===== config.mk =====
export PLATFORM = sky130hd
export DESIGN_NAME = pipe_stage_reg
export DESIGN_NICKNAME = d
export VERILOG_FILES = /design/src/rtl/pipe_stage_reg_pkg.sv /design/src/rtl/pipe_stage_reg_data.sv /design/src/rtl/pipe_stage_reg.sv
export SDC_FILE = /design/constraint.sdc
export NUM_CORES = 1
export LEC_CHECK = 0
export ABC_AREA = 1
export CORE_ASPECT_RATIO = 1.1
export CORE_MARGIN = 2
export CORE_UTILIZATION = 50
export DETAILED_ROUTE_END_ITERATION = 7
export PLACE_DENSITY_LB_ADDON = 0.2
export SETUP_SLACK_MARGIN = 0.02
export SLEW_MARGIN = 20
export SYNTH_ARGS = -nofsm -noshare
export SYNTH_HDL_FRONTEND = slang
export SYNTH_HIERARCHICAL = 1
export SYNTH_SLANG_ARGS = --single-unit

===== constraint.sdc =====
create_clock -name clk -period 1.7 [get_ports clk]
set_clock_uncertainty 0.1 [all_clocks]
set_input_delay 0.255 -clock clk [delete_from_list [all_inputs] [get_ports clk]]
set_output_delay 0.255 -clock clk [all_outputs]
set_load 0.005 [all_outputs]

===== src/rtl/pipe_stage_reg_pkg.sv =====
// pipe_stage_reg_pkg: shared state encoding and widths for the pipeline stage register
//   state_t : stage occupancy state, encoding doubles as the occupancy count
//   OCC_W   : width of the occupancy port
package pipe_stage_reg_pkg;
   typedef enum logic [1:0] {
      ST_EMPTY = 2'd0,
      ST_FULL  = 2'd1,
      ST_SKID  = 2'd2
   } state_t;
   localparam int OCC_W = 2;
endpackage


===== src/rtl/pipe_stage_reg_data.sv =====
// pipe_stage_reg_data: WIDTH-bit load-enabled payload register with async reset to RESET_VAL
//   clk, rst : clock, asynchronous active-high reset
//   en       : load enable
//   d, q     : payload in / registered payload out
module pipe_stage_reg_data #(
   parameter int               WIDTH     = 32,
   parameter logic [WIDTH-1:0] RESET_VAL = '0
) (
   input  logic             clk,
   input  logic             rst,
   input  logic             en,
   input  logic [WIDTH-1:0] d,
   output logic [WIDTH-1:0] q
);
   always_ff @(posedge clk or posedge rst)
      if (rst) q <= RESET_VAL;
      else if (en) q <= d;
endmodule


===== src/rtl/pipe_stage_reg.sv =====
// pipe_stage_reg: valid/ready pipeline stage register with optional 2-entry skid buffer and flush
//   clk, rst             : clock, asynchronous active-high reset
//   flush                : synchronous discard of all held entries
//   in_valid/in_ready    : upstream handshake, in_data payload
//   out_valid/out_ready  : downstream handshake, out_data payload (registered)
//   occupancy            : number of entries held (0..2)
module pipe_stage_reg
   import pipe_stage_reg_pkg::*;
#(
   parameter int               WIDTH     = 32,
   parameter bit               SKID      = 1'b1,
   parameter logic [WIDTH-1:0] RESET_VAL = '0
) (
   input  logic             clk,
   input  logic             rst,
   input  logic             flush,
   input  logic             in_valid,
   output logic             in_ready,
   input  logic [WIDTH-1:0] in_data,
   output logic             out_valid,
   input  logic             out_ready,
   output logic [WIDTH-1:0] out_data,
   output logic [OCC_W-1:0] occupancy
);
   state_t           state, state_d;
   logic             acc_in, acc_out, load_main, load_skid;
   logic [WIDTH-1:0] main_d, skid_q;

   // With a skid entry, in_ready comes purely from the state register so the
   // downstream ready never reaches upstream combinationally.
   assign in_ready  = SKID ? (state != ST_SKID) : (state == ST_EMPTY || out_ready);
   assign out_valid = state != ST_EMPTY;
   assign occupancy = state;

   always_comb begin
      acc_in    = in_valid & in_ready;
      acc_out   = out_valid & out_ready;
      state_d   = flush ? ST_EMPTY :
                  state == ST_EMPTY ? (acc_in ? ST_FULL : ST_EMPTY) :
                  state == ST_FULL  ? ((acc_in && !acc_out) ? ST_SKID :
                                       (!acc_in && acc_out) ? ST_EMPTY : ST_FULL) :
                  (acc_out ? ST_FULL : ST_SKID);
      // Main only changes when empty or when its current value is being taken,
      // keeping the payload stable under backpressure.
      load_main = !flush && (state == ST_SKID ? acc_out : acc_in && (state == ST_EMPTY || acc_out));
      main_d    = state == ST_SKID ? skid_q : in_data;
      load_skid = !flush && state == ST_FULL && acc_in && !acc_out;
   end

   always_ff @(posedge clk or posedge rst)
      if (rst) state <= ST_EMPTY;
      else state <= state_d;

   pipe_stage_reg_data #(.WIDTH(WIDTH), .RESET_VAL(RESET_VAL)) u_main (
      .clk (clk),
      .rst (rst),
      .en  (load_main),
      .d   (main_d),
      .q   (out_data)
   );

   generate
      if (SKID) begin : g_skid
         pipe_stage_reg_data #(.WIDTH(WIDTH), .RESET_VAL(RESET_VAL)) u_skid (
            .clk (clk),
            .rst (rst),
            .en  (load_skid),
            .d   (in_data),
            .q   (skid_q)
         );
      end else begin : g_noskid
         assign skid_q = RESET_VAL;
      end
   endgenerate
endmodule


==> results of run 1 <==
-- layer usage --
layer | wire [µm] | vias up
met3 | 414 | 10
met1 | 3150 | 1295
met2 | 3970 | 82
met4 | 131 | 0
li1 | - | 1385
met5 | 0 | -
-- logic make-up (layout without fill, tap and decap cells) --
family / Yosys count / count (layout)
AOI/OAI and AO/OA: 1 / 1
adders and majority gates: 1 / 1
buffers and inverters: 33 / 125
DFF: 66 / 66
and+or+nand+nor: 305 / 305
-- worst min path at each step --
stage	slack (ns)	cells after the start	from	endpoint
3_3_place_gp	0.35	2	g_skid.u_skid/q[28]$_DFFE_PP0P_	g_skid.u_skid/q[28]$_DFFE_PP0P_
5_1_grt	0.08	2	rst	occupancy[1]$_DFF_PP0_
2_1_floorplan	-0.10	1	rst	occupancy[0]$_DFF_PP0_
4_1_cts	0.06	2	rst	occupancy[1]$_DFF_PP0_
6_report	0.08	2	rst	occupancy[1]$_DFF_PP0_
3_5_place_dp	0.36	2	g_skid.u_skid/q[11]$_DFFE_PP0P_	g_skid.u_skid/q[11]$_DFFE_PP0P_
-- cell usage after synthesis --
| cell | count | area [µm²] |
|---|---|---|
| nor2_1 | 4 | 15.0 |
| buf_6 | 8 | 90.1 |
| buf_4 | 3 | 22.5 |
| inv_1 | 9 | 33.8 |
| nand2_2 | 29 | 181 |
| nand2_4 | 1 | 11.3 |
| dfrtp_1 | 66 | 1650 |
| clkbuf_8 | 6 | 82.6 |
| buf_12 | 3 | 60.1 |
| nand3_1 | 3 | 15.0 |
| inv_8 | 2 | 22.5 |
| nor3_1 | 1 | 5.00 |
| inv_4 | 1 | 6.26 |
| a21oi_1 | 1 | 5.00 |
| inv_2 | 1 | 3.75 |
| ha_1 | 1 | 12.5 |
| nor2_2 | 1 | 6.26 |
| nand2_1 | 266 | 998 |
-- final cells by class --
cell class	instances	area [µm²]
Clock buffer	12	155
Clock inverter	4	50.0
Fill cell	535	1890
Inverter	13	71.3
Multi-Input combinational cell	307	1270
Sequential cell	66	1650
Tap cell	80	100
Timing Repair Buffer	95	995
Timing Repair inverter	1	8.76
-- per-stage QoR --
stage	cells	hold WS [ns]	cell area, µm²	util
2_1_floorplan	406	-0.104	3220	-
3_3_place_gp	552	0.354	3960	0.639
5_1_grt	578	0.0780	4310	0.695
6_report	578	0.0779	4310	0.695
4_1_cts	573	0.0592	4200	0.679
3_5_place_dp	552	0.359	3960	0.639
-- timing repair --
action                     4_1_cts  5_1_grt
pin swaps                        2        1
gates cloned                     0        3
resized for setup                8        6
setup endpoints to repair        4       24
buffers inserted                 5        3
-- power by group through the flow --
stage	Combinational, mW	Clock (mW)	Sequential, mW
2_1_floorplan	0.542	0	2.21
3_3_place_gp	1.03	0	2.22
3_5_place_dp	1.07	0	2.23
4_1_cts	1.10	1.38	2.21
5_1_grt	1.28	1.45	2.26
6_report	1.13	1.35	2.21
-- state kept, by name, summed over array words and instances, names as in the netlist --
signal / cells
occupancy: 2
u_main/q: 32
g_skid.u_skid/q: 32
==> key figures, run 1 <==
Synthesis
  • Adder-cell share of the synthesized area: 0.00388
  • Ys Warns: 6
  • Mux cell area share after synthesis: 0
  • Post-synthesis sequential area ratio: 0.512
  • Post-synthesis compound-gate area fraction: 0.00155
  • XOR/XNOR share of the synthesized area: 0
  • Syn nets: 444
  • Largest family of logic cells by synthesized area: simple AND/OR/NAND/NOR gates
  • Mapped cell area: 3220 µm²
  • Post-Synth Simple-Gate Area: 0.382
  • Synth unique cells: 18
  • Post-Syn Instances: 406
  • Syn avg cell area: 7.94 µm²
  • Synth Register Bits: 66

Drt
  • Routed vias/inst: 4.80
  • DRC: 0
  • DR iter-0 viols: 231
  • Wire per inst: 13.3 µm
  • Via count: 2772
  • Wirelength, routed: 7.67 mm
  • First-pass DRT Iterations: 4
  • Routed Antenna Nets: 0

Clock network
  • CTS Buffer Depth: 2
  • Clk pin slew, worst setup/hold paths: 0.07 ns
  • Root Buffer: clkbuf_8
  • Hold_buf cts: 0
  • CTS H-Tree Depth: 3
  • Total clock buffers created by CTS: 9
  • CTS tree: done
  • Clk_lat worst skew: 0.34 ns
  • # clock sinks: 66

Die
  • Die area: 7100 µm²
  • Ports: 73
  • Die height: 88.2 µm
  • Die Wd: 80.6 µm
  • FP Rows: 30
  • Initial core utilization: 0.520
  • Core box area: 6190 µm²

Global routing
  • Vias in the first global route: 2747
  • Most Crowded Layer GR: met2
  • All-Layer GR Usage: 0.232
  • GR Overflow Total: 0
  • First-pass GRT wire length: 12.5 mm
  • Grt met1 use: 0.272
  • Largest net degree at the start of global routing: 33
  • GRT met2 Usage: 0.414
  • Initial antenna violation count: 0
  • Met3 Usage GRT: 0.0505

Worst setup path
  • R2r startpoint: occupancy[0]$_DFF_PP0_
  • Worst Setup End Kind: register
  • R2R Setup Slk: 0.06 ns
  • Arr. time, crit path: 1.82 ns
  • Crit path max-delay cell type: dfrtp_2
  • CP Launch Point: occupancy[0]$_DFF_PP0_
  • Crit-path cells: buf_4 -> nor2_4 -> nor2_1 -> nor2_4 -> buf_6 -> clkbuf_16 -> nand2_1 -> nand2_1
  • Crit path depth: 8
  • R2R Path End: u_main/q[5]$_DFFE_PP0P_
  • Crit start category: register
  • R2r worst-path depth: 8
  • CP max FO: 9
  • CP endpoint: u_main/q[5]$_DFFE_PP0P_
  • Slowest Stage Delay on Critical Path: 0.42 ns
  • Critical path class: register to register
  • CP Buf/Inv Count: 3
  • CP top delay family: simple AND/OR/NAND/NOR gates
  • CP required: 1.88 ns

STA
  • Final TNS setup: 0 ns
  • Slew HR: 0.791
  • Fin. max-slew vios: 0
  • Final setup violation count: 0
  • Fmax: 609 MHz
  • Period utilization: 0.966
  • Slew @ Worst Pin: 0.313 ns
  • Hold violation total from the final report: 0
  • Post-layout min period: 1.64 ns
  • RSZ-0062 raised after global routing: yes
  • PnR worst setup slack: 0.0575 ns

Finish
  • Syn-to-layout area delta: 33.6%
  • Most frequent cells in the layout: 265 x nand2_1, 68 x clkdlybuf4s50_1, 64 x dfrtp_1, 30 x nand2_2, 14 x buf_4
  • Nets: 531
  • Most common cell after layout, fill and taps aside: nand2_1
  • Share of layout cells above drive strength 1: 0.163
  • Diode count: 0

Place
  • Dpl hpwl: 4.97 mm
  • GP Congestion: 0.772
  • Pre-CTS WS: -0.0314 ns
  • Buffers added on ports: 72

Pwr
  • Power Total: 4.69 mW
  • Worst VDD drop: 0.737 mV
  • Internal power: 3.34 mW
  • Pwr/cell area: 1090 nW/µm²
  • Logic pwr share: 0.242
  • Static Leak: 2.29 nW
  • Clock group share of total power: 0.288
  • Seq pwr share: 0.470
  • Sw Share: 0.288
  • Net switching power: 1.35 mW

Outcome
  • Status: complete, no violations

Worst hold path
  • HP Class: input port to async pin

Job
  • Max-cap violations: 0
No activity file was read; power rests on OpenSTA's default activity.
==> inputs of run 2 (changes only) <==
--- a/config.mk
+++ b/config.mk
@@ -7,7 +7,7 @@
 export LEC_CHECK = 0
 export ABC_AREA = 1
 export CORE_ASPECT_RATIO = 1.1
-export CORE_MARGIN = 2
+export CORE_MARGIN = 1.5
 export CORE_UTILIZATION = 50
 export DETAILED_ROUTE_END_ITERATION = 7
 export PLACE_DENSITY_LB_ADDON = 0.2
==> key figures, run 2 (synthesis results as in run 1) <==
Finish
  • Most frequent cells in the layout: 257 x nand2_1, 68 x clkdlybuf4s50_1, 64 x dfrtp_1, 38 x nand2_2 (was 265 x nand2_1, 68 x clkdlybuf4s50_1, 64 x dfrtp_1, 30 x nand2_2, 14 x buf_4)
  • Filler cell count: 500 (was 535)
  • Syn-to-layout area delta: 35.3% (was 33.6%)
  • Diode count: 0 (unchanged)
  • Share of layout cells above drive strength 1: 0.182 (was 0.163)
  • Most common cell after layout, fill and taps aside: nand2_1 (unchanged)
  • Nets: 533 (was 531)
  • Post-Route Utilization: 0.704 (was 0.695)
  • Final Cell Area: 4360 µm² (was 4310 µm²)

Global routing
  • GR Overflow Total: 0 (unchanged)
  • First-pass GRT wire length: 12.1 mm (was 12.5 mm)
  • All-Layer GR Usage: 0.232 (about the same)
  • Largest net degree at the start of global routing: 33 (unchanged)
  • Vias in the first global route: 2799 (was 2747)
  • Initial antenna violation count: 0 (unchanged)

Worst setup path
  • R2r worst-path depth: 9 (was 8)
  • Critical path class: register to register (unchanged)
  • CP Launch Point: occupancy[1]$_DFF_PP0_ (was occupancy[0]$_DFF_PP0_)
  • R2r startpoint: occupancy[1]$_DFF_PP0_ (was occupancy[0]$_DFF_PP0_)
  • Crit start category: register (unchanged)
  • R2R Setup Slk: 0.005 ns (was 0.06 ns)
  • CP required: 1.88 ns (about the same)
  • Arr. time, crit path: 1.87 ns (was 1.82 ns)
  • CP endpoint: g_skid.u_skid/q[23]$_DFFE_PP0P_ (was u_main/q[5]$_DFFE_PP0P_)
  • CP max FO: 7 (was 9)
  • R2R Path End: g_skid.u_skid/q[23]$_DFFE_PP0P_ (was u_main/q[5]$_DFFE_PP0P_)
  • Worst Setup End Kind: register (unchanged)

STA
  • Hold violation total from the final report: 0 (unchanged)
  • RSZ-0062 raised after global routing: yes (unchanged)
  • Fin. max-slew vios: 0 (unchanged)
  • Period utilization: 0.997 (was 0.966)
  • Slew @ Worst Pin: 0.423 ns (was 0.313 ns)
  • Post-layout min period: 1.70 ns (was 1.64 ns)
  • Final TNS setup: 0 ns (unchanged)
  • Fmax: 590 MHz (was 609 MHz)
  • Slew HR: 0.718 (was 0.791)
  • Final setup violation count: 0 (unchanged)

Drt
  • Routed Antenna Nets: 0 (unchanged)
  • Via count: 2868 (was 2772)
  • DRC: 0 (unchanged)
  • Wirelength, routed: 8.09 mm (was 7.67 mm)
  • DR iter-0 viols: 259 (was 231)
  • Routed vias/inst: 4.95 (was 4.80)
  • Wire per inst: 14.0 µm (was 13.3 µm)
  • First-pass DRT Iterations: 4 (unchanged)

Place
  • Dpl hpwl: 4.64 mm (was 4.97 mm)
  • GP Congestion: 0.740 (was 0.772)
  • Buffers added on ports: 72 (unchanged)
  • Post-place instance area: 3920 µm² (was 3960 µm²)

Clock network
  • Clk pin slew, worst setup/hold paths: 0.07 ns (about the same)
  • Total clock buffers created by CTS: 9 (unchanged)
  • Root Buffer: clkbuf_8 (unchanged)
  • CTS tree: done (unchanged)
  • # clock sinks: 66 (unchanged)
  • CTS Buffer Depth: 2 (unchanged)
  • Clk_lat worst skew: 0.34 ns (about the same)
  • CTS H-Tree Depth: 3 (unchanged)

Pwr
  • Pwr/cell area: 1070 nW/µm² (was 1090 nW/µm²)
  • Static Leak: 2.31 nW (was 2.29 nW)
  • Worst VDD drop: 0.576 mV (was 0.737 mV)

Outcome
  • Status: complete, no violations (unchanged)

Die
  • Core box area: 6190 µm² (unchanged)
  • Initial core utilization: 0.520 (unchanged)
  • Die area: 6940 µm² (was 7100 µm²)
  • Die height: 87.2 µm (was 88.2 µm)
  • Ports: 73 (unchanged)
  • Die Wd: 79.6 µm (was 80.6 µm)
  • FP Rows: 30 (unchanged)

Worst hold path
  • HP Class: input port to async pin (unchanged)

Job
  • Max-cap violations: 0 (unchanged)
-- run 2: changes by cell type in the layout (fill, tap and decap cells not counted), sizes merged --
cell | previous run | this run
buf | 21 | 22
clkinv | 2 | 4
clkbuf | 14 | 13
dlygate4sd2 | 3 | 4
inv | 13 | 14
clkdlybuf4s15 | 1 | 0
clkinvlp | 2 | 0
-- run 2: per-layer routing --
| layer | GRT usage | up-vias | part of all wire | wire length [µm] |
|---|---|---|---|---|
| met3 | 0.0471 | 9 | 0.085 | 687 |
| met4 | 0.129 | 0 | 0.0077 | 62 |
| met2 | 0.408 | 122 | 0.52 | 4240 |
| met5 | 0 | - | 0 | 0 |
| li1 | - | 1379 | - | - |
| met1 | 0.261 | 1358 | 0.38 | 3110 |
-- run 2: what timing repair did --
action	CTS	global route
pin swaps	2	9
hold buffers	0	0
cloned	0	4
setup endpoints to repair	4	64
gates resized for setup	9	26
buffers inserted	8	5
-- run 2: layout make-up --
cell class | count | area [µm²] | area share
timing repair inverter | 3 | 28.8 | 0.00660
inverter | 13 | 78.8 | 0.0181
clock inverter | 3 | 40.0 | 0.00918
tap | 80 | 100 | 0.0230
sequential | 66 | 1650 | 0.379
multi-input combinational | 307 | 1310 | 0.301
clock buffer | 12 | 145 | 0.0333
timing repair buffer | 95 | 1000 | 0.230
-- run 2: stage by stage --
step | hold slack (ns) | worst slack, ns | std cells | total power, mW
6_report | 0.0237 | 0.00483 | 579 | 4.66
5_1_grt | 0.0453 | -0.0311 | 579 | 4.92
4_1_cts | 0.0143 | 0.0131 | 570 | 4.61
3_5_place_dp | 0.359 | -0.0227 | 547 | 3.30
3_3_place_gp | 0.354 | 0.0376 | 547 | 3.24
2_1_floorplan | -0.104 | 0.187 | 406 | 2.75
-- run 2: worst min path at each step --
stage | endpoint | slack (ns) | depth (start not counted)
floorplan | occupancy[0]$_DFF_PP0_ | -0.10 | 1
global placement | g_skid.u_skid/q[30]$_DFFE_PP0P_ | 0.35 | 2
detailed placement | g_skid.u_skid/q[0]$_DFFE_PP0P_ | 0.36 | 2
CTS | occupancy[1]$_DFF_PP0_ | 0.01 | 2
global route | occupancy[1]$_DFF_PP0_ | 0.05 | 2
finish | occupancy[0]$_DFF_PP0_ | 0.02 | 2
-- run 2: worst max-delay path, stage by stage, from the launching register on --
cell	delay (ns)
dfrtp_2	0.41
buf_6	0.13
buf_6	0.11
inv_4	0.06
nand3_4	0.07
nor3_4	0.25
buf_8	0.21
buf_12	0.14
nand2_1	0.07
nand2_1	0.09
-- run 2: report_power, final --
part           switching, mW  internal, mW  total, mW  leakage (nW)
clock                  0.573         0.706       1.28        0.0962
sequential             0.258          1.96       2.22         0.827
combinational          0.520         0.638       1.16          1.39
total                   1.35          3.30       4.66          2.31
==> inputs of run 3 (changes only) <==
--- a/config.mk
+++ b/config.mk
@@ -9,10 +9,10 @@
 export CORE_ASPECT_RATIO = 1.1
 export CORE_MARGIN = 1.5
 export CORE_UTILIZATION = 50
+export CTS_CLUSTER_DIAMETER = 100
 export DETAILED_ROUTE_END_ITERATION = 7
 export PLACE_DENSITY_LB_ADDON = 0.2
 export SETUP_SLACK_MARGIN = 0.02
-export SLEW_MARGIN = 20
 export SYNTH_ARGS = -nofsm -noshare
 export SYNTH_HDL_FRONTEND = slang
 export SYNTH_HIERARCHICAL = 1
==> results of run 3 <==
Final layout, timing and power as in run 2 (identical DEF).
